--- config.mk ---
export PLATFORM = sky130hd
export DESIGN_NAME = traffic_phase_fsm_flat
export DESIGN_NICKNAME = d
export VERILOG_FILES = /design/src/rtl/traffic_phase_fsm_if.sv /design/src/rtl/traffic_phase_fsm.sv /design/src/flat_wrapper.sv
export SDC_FILE = /design/constraint.sdc
export NUM_CORES = 1
export LEC_CHECK = 0
export ABC_AREA = 1
export CELL_PAD_IN_SITES_DETAIL_PLACEMENT = 0
export CELL_PAD_IN_SITES_GLOBAL_PLACEMENT = 1
export CORE_MARGIN = 2
export CORE_UTILIZATION = 37
export DETAILED_ROUTE_END_ITERATION = 6
export PLACE_DENSITY = 0.8
export SLEW_MARGIN = 10
export SYNTH_ARGS = -nofsm -noshare
export SYNTH_HDL_FRONTEND = slang
export SYNTH_SLANG_ARGS = --single-unit
--- constraint.sdc ---
create_clock -name clk -period 4.8 [get_ports clk]
set_input_delay 0.96 -clock clk [delete_from_list [all_inputs] [get_ports clk]]
set_output_delay 0.96 -clock clk [all_outputs]
set_load 0.02 [all_outputs]
--- src/rtl/traffic_phase_fsm_if.sv ---
// Parameter-store link: the phase controller drives the interval select and
// the store answers with the matching time value.
//
// Timing contract (no valid/ready on this link): `interval` is a registered
// select that changes only at a phase-entry edge E; the store registers the
// matching `value` at E+1, and the controller samples it at E+2. `value` is
// treated as stable for as long as `interval` is held.
interface traffic_phase_fsm_if;
   logic [1:0] interval;
   logic [3:0] value;

   modport master (output interval, input value);
   modport slave  (input interval, output value);
endinterface

--- src/rtl/traffic_phase_fsm.sv ---
// Main/side intersection phase controller. Each phase selects a time
// interval from the parameter store, waits two clocks for the store's value,
// then counts that many 1 Hz ticks before moving to the next phase.
module traffic_phase_fsm (
   input  logic                       clk,
   input  logic                       Reset,
   input  logic                       one_hz_en,
   input  logic                       Sensor,
   input  logic                       Walk_Request,
   input  logic                       Reprogram,
   traffic_phase_fsm_if.master        store_if,
   output logic [2:0]                 main_lights,
   output logic [2:0]                 side_lights,
   output logic                       walk_lamp,
   output logic [2:0]                 phase
);

   localparam logic [1:0] BASE_SEL = 2'b00;
   localparam logic [1:0] EXTD_SEL = 2'b01;
   localparam logic [1:0] YELL_SEL = 2'b10;

   // Light encodings {R,Y,G}
   localparam logic [2:0] LIGHT_R = 3'b100;
   localparam logic [2:0] LIGHT_Y = 3'b010;
   localparam logic [2:0] LIGHT_G = 3'b001;

   typedef enum logic [2:0] {
      MG1     = 3'd0,
      MG2     = 3'd1,
      MY      = 3'd2,
      WALK    = 3'd3,
      SG1     = 3'd4,
      SG2     = 3'd5,
      SY      = 3'd6,
      ILLEGAL = 3'd7
   } state_e;

   state_e     state_q, state_d;
   logic [1:0] interval_q, interval_d;
   logic [1:0] load_wait_q, load_wait_d;
   logic [3:0] cnt_q, cnt_d;
   logic       sens_l_q, sens_l_d;
   logic       walk_l_q, walk_l_d;
   logic [2:0] main_q, main_d;
   logic [2:0] side_q, side_d;
   logic       walk_lamp_q, walk_lamp_d;
   logic       expire;
   logic       enter;

   // Next-state, interval select, load/countdown and registered light values
   always_comb begin
      state_d     = state_q;
      interval_d  = interval_q;
      load_wait_d = load_wait_q;
      cnt_d       = cnt_q;
      enter       = 1'b0;
      main_d      = LIGHT_R;
      side_d      = LIGHT_R;
      walk_lamp_d = 1'b0;

      // Expiry: a tick arriving on the last count once the load has settled
      expire   = (load_wait_q == 2'd0) && one_hz_en && (cnt_q == 4'd1);
      // Side demand is only collected during MG1; a Sensor rise in the
      // MG1 expiry cycle still counts so MG2 can pick the extension.
      sens_l_d = sens_l_q | ((state_q == MG1) & Sensor);
      walk_l_d = walk_l_q | Walk_Request;

      case (state_q)
         MG1:     if (expire) state_d = MG2;
         MG2:     if (expire) state_d = MY;
         MY:      if (expire) state_d = walk_l_q ? WALK : SG1;
         WALK:    if (expire) state_d = SG1;
         SG1:     if (expire) state_d = Sensor ? SG2 : SY;
         SG2:     if (expire) state_d = SY;
         SY:      if (expire) state_d = MG1;
         default: state_d = MG1;
      endcase

      enter = (state_d != state_q);

      if (enter) begin
         // New phase: re-select the interval and give the store two clocks
         load_wait_d = 2'd2;
         cnt_d       = 4'd0;
         case (state_d)
            MG1:     interval_d = BASE_SEL;
            MG2:     interval_d = sens_l_d ? EXTD_SEL : BASE_SEL;
            MY:      interval_d = YELL_SEL;
            WALK:    interval_d = EXTD_SEL;
            SG1:     interval_d = BASE_SEL;
            SG2:     interval_d = EXTD_SEL;
            SY:      interval_d = YELL_SEL;
            default: interval_d = BASE_SEL;
         endcase
         if (state_d == MG1)  sens_l_d = 1'b0;
         // A request in the same cycle as WALK entry is deliberately lost
         if (state_d == WALK) walk_l_d = 1'b0;
      end else if (load_wait_q == 2'd1) begin
         // Store value is valid now; a zero time still gives one tick
         cnt_d       = (store_if.value == 4'd0) ? 4'd1 : store_if.value;
         load_wait_d = 2'd0;
      end else if (load_wait_q != 2'd0) begin
         // Ticks while waiting for the store are dropped, not queued
         load_wait_d = load_wait_q - 2'd1;
      end else if (one_hz_en) begin
         cnt_d = cnt_q - 4'd1;
      end

      case (state_d)
         MG1, MG2: main_d = LIGHT_G;
         MY:       main_d = LIGHT_Y;
         default:  main_d = LIGHT_R;
      endcase
      case (state_d)
         SG1, SG2: side_d = LIGHT_G;
         SY:       side_d = LIGHT_Y;
         default:  side_d = LIGHT_R;
      endcase
      walk_lamp_d = (state_d == WALK);
   end

   // State and output registers; Reset and Reprogram restart at MG1
   always_ff @(posedge clk) begin
      if (Reset || Reprogram) begin
         state_q     <= MG1;
         interval_q  <= BASE_SEL;
         load_wait_q <= 2'd2;
         cnt_q       <= 4'd0;
         sens_l_q    <= 1'b0;
         walk_l_q    <= 1'b0;
         main_q      <= LIGHT_G;
         side_q      <= LIGHT_R;
         walk_lamp_q <= 1'b0;
      end else begin
         state_q     <= state_d;
         interval_q  <= interval_d;
         load_wait_q <= load_wait_d;
         cnt_q       <= cnt_d;
         sens_l_q    <= sens_l_d;
         walk_l_q    <= walk_l_d;
         main_q      <= main_d;
         side_q      <= side_d;
         walk_lamp_q <= walk_lamp_d;
      end
   end

   assign store_if.interval = interval_q;
   assign main_lights       = main_q;
   assign side_lights       = side_q;
   assign walk_lamp         = walk_lamp_q;
   assign phase             = state_q;

endmodule

--- src/flat_wrapper.sv ---
// flat-port wrapper written by rule: the top's interface ports become plain ports
module traffic_phase_fsm_flat 
  (clk, Reset, one_hz_en, Sensor, Walk_Request, Reprogram, main_lights, side_lights, walk_lamp, phase, store_if_interval, store_if_value);
  traffic_phase_fsm_if store_if_i ();
  input  logic clk;
  input  logic Reset;
  input  logic one_hz_en;
  input  logic Sensor;
  input  logic Walk_Request;
  input  logic Reprogram;
  output logic [2:0] main_lights;
  output logic [2:0] side_lights;
  output logic walk_lamp;
  output logic [2:0] phase;
  output wire logic [$bits(store_if_i.interval)-1:0] store_if_interval;
  input wire logic [$bits(store_if_i.value)-1:0] store_if_value;
  assign store_if_interval = store_if_i.interval;
  assign store_if_i.value = store_if_value;
  traffic_phase_fsm u_core (.clk(clk), .Reset(Reset), .one_hz_en(one_hz_en), .Sensor(Sensor), .Walk_Request(Walk_Request), .Reprogram(Reprogram), .store_if(store_if_i), .main_lights(main_lights), .side_lights(side_lights), .walk_lamp(walk_lamp), .phase(phase));
endmodule
; ---- After elaboration in Yosys (flattened, before gate mapping)
; Index checks and enable logic that the tools add are counted.
; W data, S select, Z words.
[totals]
ff_bits = 20
latch_bits = 0
ramBits = 0
romBits = 0
inputBits = 10
out_inout_bits = 12
word_cells = 72
memories = 0
[classes]
add_sub_neg = 2
n_mul = 0
n_div = 0
n_lt_le_gt_ge = 0
n_eq_ne = 16
n_shift = 0
mux = 24
n_bitwise = 3
n_reduce_logical = 17
[ops]
columns = cell, count
row1 = $mux W3, 8
row2 = $pmux W3 S7, 1
row3 = $eq A3 B3 Y1 const B, 6
row4 = $mux W4, 4
row5 = $eq A3 B2 Y1 const B, 4
row6 = $pmux W3 S2, 2
row7 = $reduce_or A2 Y1, 5
row8 = $eq A3 B1 Y1 const B, 2
row9 = $logic_not A3 Y1, 2
row10 = $mux W2, 3
row11 = $pmux W2 S3, 1
row12 = $reduce_bool A2 Y1, 3
row13 = $mux W1, 5
row14 = $eq A4 B1 Y1 const B, 1
row15 = $logic_not A4 Y1, 1
row16 = $sub A4 B1 Y4 const B, 1
row17 = $ne A3 B3 Y1, 1
row18 = $reduce_or A3 Y1, 1
row19 = $eq A2 B1 Y1 const B, 1
row20 = $logic_and A1 B1 Y1, 2
row21 = $logic_not A2 Y1, 1
row22 = $ne A2 B1 Y1 const B, 1
row23 = $or A1 B1 Y1, 2
row24 = $reduce_and A2 Y1, 1
row25 = other kinds (3), 3

; ---- Logic depth before layout (Yosys ltp)
[depth]
ltp_word = 8
ltp_mapped = 16
mapped_depth_nobuf = 16

; ---- Worst setup path before layout
; OpenSTA, ideal clock, no wires.
[synth_timing]
path_kind = input to register
from = input one_hz_en
to = register u_core.load_wait_q[1]
setup_ns = 0.116
t_arrival_ns = 1.877
t_required_ns = 4.684
slack_ns = 2.807
cell_stages = 13
path_buffers = 0
cell_sequence = inv_2 > nor2_4 > nand3_2 > nand2_1 > nand2_1 > nand2_1 > inv_2 > nand3_4 > nand2_1 > nand2_2 > nand3_2 > inv_2 > o21ai_1
[synth_via]
elab_chain_cells = 6
elab_cells_between_ends = 12
cone_classes = eq/ne: 1 / mux: 8 / reduce/logical: 3
[synth_rtl]
columns = element, line_no
row1 = from (decl), flat_wrapper.sv:7  ; input logic one_hz_en;
row2 = $logic_and A1 B1 Y1 * (2 in a row), traffic_phase_fsm.sv:62  ; expire = (load_wait_q == 2'd0) && one_hz_en && (cnt_q == 4'd1);
row3 = "$mux W3, or another cell as far along", traffic_phase_fsm.sv:75  ; SY: if (expire) state_d = MG1;
row4 = $pmux W3 S7 *, traffic_phase_fsm.sv:68  ; case (state_q)
row5 = $ne A3 B3 Y1 *, traffic_phase_fsm.sv:79  ; enter = (state_d != state_q);
row6 = $reduce_or A2 Y1 (no source line) *, n/a
row7 = to (signal assigned), traffic_phase_fsm.sv:137  ; load_wait_q <= load_wait_d;
row8 = to (decl), traffic_phase_fsm.sv:40  ; logic [1:0] load_wait_q, load_wait_d;
; Every way passes the cells marked *; elsewhere a longest branch is shown, timed or not.
; A chain may end at the register's enable or synchronous reset.

; ---- Final worst setup path
[layout_timing]
from = register u_core.state_q[2] (netlist: u_core.phase[2])
to = output phase[2]
[layout_lines]
columns = element, line_no
row1 = from (decl), traffic_phase_fsm.sv:38  ; state_e state_q, state_d;
row2 = from (signal assigned), traffic_phase_fsm.sv:135  ; state_q <= state_d;
row3 = to (decl), flat_wrapper.sv:14  ; output logic [2:0] phase;
; No word-level cell between the ends.

==> flow_summary.ini <==
[status]
status = completed

[die]
count_of_standard_cell_rows = 19
fp.dieArea_um2 = 3200
die_height_um = 56.6
ios = 22
start_util = 0.381
core-area_um2 = 2690
dieWidth_um = 56.6

[worst_setup_path]
worstPathCellList = clkdlybuf4s50_1
worstSetupStartpointType = flip-flop
worst-r2r-cell-count = 15
critical_path_arrival_ps = 1490
slowest_stage = clkdlybuf4s50_1
reg2reg_setup_slack_ps = 3040
required_ps = 3840
critical-path-max-stage-delay_ps = 670
critPathKind = flip-flop to primary output
critical_path.reg2reg.endpoint = u_core.store_if.interval[0]
path_buf_inv = 1
timing.critical_path.max_delay_family = buffers and inverters
cp-end-kind = primary output
crit_fanout = 10
worstReg2RegStart = u_core.cnt_q[1]

[detailed_routing]
vias_per_std_cell = 4.84
post_drt_wl_per_cell_um = 10.7
drc_markers = 0
num_vias = 967
drt_pre_antenna_iters = 5
first_iter_violations = 45
postRouteWirelength_um = 2150
postRouteAntennaNets = 0

[grt]
number_of_antenna_violations_at_the_first_check_in_global_routing = 0
wire_length_of_the_first_global_routing_pass_um = 3620
gr-usage-all-layers = 0.143
grt_start_max_net_pins = 13
grt_overflow_total = 0
grt_pass1_vias = 841

[hold_path]
worstHoldStart = u_core.store_if.interval[1]
hold_class = flip-flop to flip-flop
hold_path_end = u_core.store_if.interval[1]
hold-path-cell-count = 2

[yosys]
ys_seq_elements = 20
netlist_area_um2 = 1020
post_synth_num_cell_types = 27
cells_after_synthesis = 145
ys.warnings.count = 0
synth.net_count = 157
syn_area_per_cell_um2 = 7.05
share_of_the_yosys_chip_area_belonging_to_registers = 0.392

[cts]
worst_setup_hold_path_clk_slew_ps = 110
clock_sinks = 20
cts_hold_buffers = 0
clkLatencyLatePin_ps = 300
cts-root-buf = clkbuf_4
numCtsBuffers = 3
cts.path.max_buffers = 2
post_cts_resize_count = 0
cts.htree.levels = 1
cts.repair_timing.setup_buffer_count = 0
tritoncts_clock_tree = done

[timing]
setup_viol = 0
fin_skew_ps = 3.63
timing.final.crit_share = 0.510
fin_setup_tns_ps = 0
maxSlewViolCount = 0
worst_slew_pin_slew_ps = 428
final-hold-violation-count = 0
timing.hold.ws_ps = 493
period_minus_slack_ps = 2450
maxSlewHeadroom = 0.713
setup_ws_ps = 2350
rsz0062_at_grt = no
fmaxAchievable_ghz = 0.409

[job]
timing.max_cap.violations = 0

[final_layout]
final_design_area_no_fill_um2 = 1320
flow.area_growth_from_synthesis_pct = 29.0
num-nets-final = 182
layout-drive-gt1-share = 0.136
insertedDiodeCount = 0

[pwr]
design_power_total_mw = 0.336
total_leakage_power_nw = 0.576
ir_drop_v = 0.000206
p_per_area_nw_per_um2 = 255

[place]
placed_cell_area_um2 = 1270
dpl_hpwl_um = 1720
gp_congestion = 0.905
port_buffers = 21
dp_slack_ps = 2150
## layout make-up
type | instances | area (µm²)
repair buffers | 21 | 210
flip-flops and latches | 20 | 400
fillers | 284 | 1370
well taps | 31 | 38.8
multi-input cells | 100 | 527
inverters | 24 | 90.1
clock inverters | 1 | 30.0
clock buffers | 3 | 22.5
## cell families (layout without fill, tap and decap cells)
group | after synthesis | after routing | synth area share
flops | 20 | 20 | 0.392
fa+ha+maj | 2 | 2 | 0.0245
xor+xnor | 1 | 1 | 0.00857
compound gates | 16 | 16 | 0.0930
simple gates | 81 | 81 | 0.389
buf+inv | 25 | 49 | 0.0930
## worst max-delay path by stage
stage                    startpoint                           to  slack, ps  cells after the start
floorplan                 one_hz_en        u_core.load_wait_q[1]       2810                     13
global placement          one_hz_en  u_core.store_if.interval[0]       2190                     14
detailed placement        one_hz_en        u_core.load_wait_q[1]       2150                     14
CTS                 u_core.phase[2]                     phase[2]       2340                      1
global route        u_core.phase[2]                     phase[2]       2260                      1
finish              u_core.phase[2]                     phase[2]       2350                      1
## per-layer routing
metal,vias up,share of wire,track usage
li1,517,-,-
met1,411,0.45,0.188
met2,34,0.47,0.233
met3,5,0.060,0.0161
met4,0,0.020,0.0714
met5,-,0,0
## metrics by stage
stage | utilization | cells
after floorplan | - | 145
final | 0.491 | 200
after global routing | 0.491 | 200
after global placement | 0.471 | 196
after CTS | 0.491 | 200
after detailed placement | 0.471 | 196
## registers in the layout, summed over array words and instances (netlist names)
signal,flops
u_core.main_lights,3
u_core.load_wait_q,2
u_core.walk_l_q,1
u_core.cnt_q,4
u_core.store_if.interval,2
u_core.side_lights,3
u_core.walk_lamp,1
u_core.sens_l_q,1
u_core.phase,3
## cell usage in the layout (no fill, tap or decap), types with 3 or more instances in the layout
cell type        instances
a21oi_1                  5
inv_2                    9
clkdlybuf4s50_1         21
nor2_1                  21
nand4_1                  5
nand3_1                 14
dfxtp_1                 20
o21ai_0                  3
o21ai_1                  3
nand2_1                 28
inv_1                   15
clkbuf_4                 3
## synthesized netlist by cell type
cell	instances	area [µm²]
nand2_1	28	105
nor2_1	21	78.8
dfxtp_1	20	400
inv_1	15	56.3
nand3_1	14	70.1
inv_2	9	33.8
a21oi_1	5	25.0
nand4_1	5	31.3
o21ai_0	3	15.0
o21ai_1	3	15.0
ha_1	2	25.0
nand2_2	2	12.5
nand3_2	2	20.0
nor2_4	2	22.5
nor3_1	2	10.0
a211oi_1	1	7.51
a22oi_1	1	7.51
a31o_2	1	8.76
buf_2	1	5.00
nand3_4	1	17.5
nand3b_1	1	7.51
nor2_2	1	6.26
nor3_2	1	10.0
nor4_1	1	6.26
o211ai_1	1	7.51
o221ai_1	1	8.76
xor2_1	1	8.76
## report_power, final
group / internal [mW] / switching, mW / total [mW]
registers: 0.169 / 0.00231 / 0.171
clock network: 0.0844 / 0.0520 / 0.136
logic: 0.0137 / 0.0147 / 0.0284
## worst min-delay path, stage by stage, from the launching register on
cell     delay (ps)
dfxtp_1         330
nand3_1          70
a21oi_1          50
(Power assumes the default switching activity.)
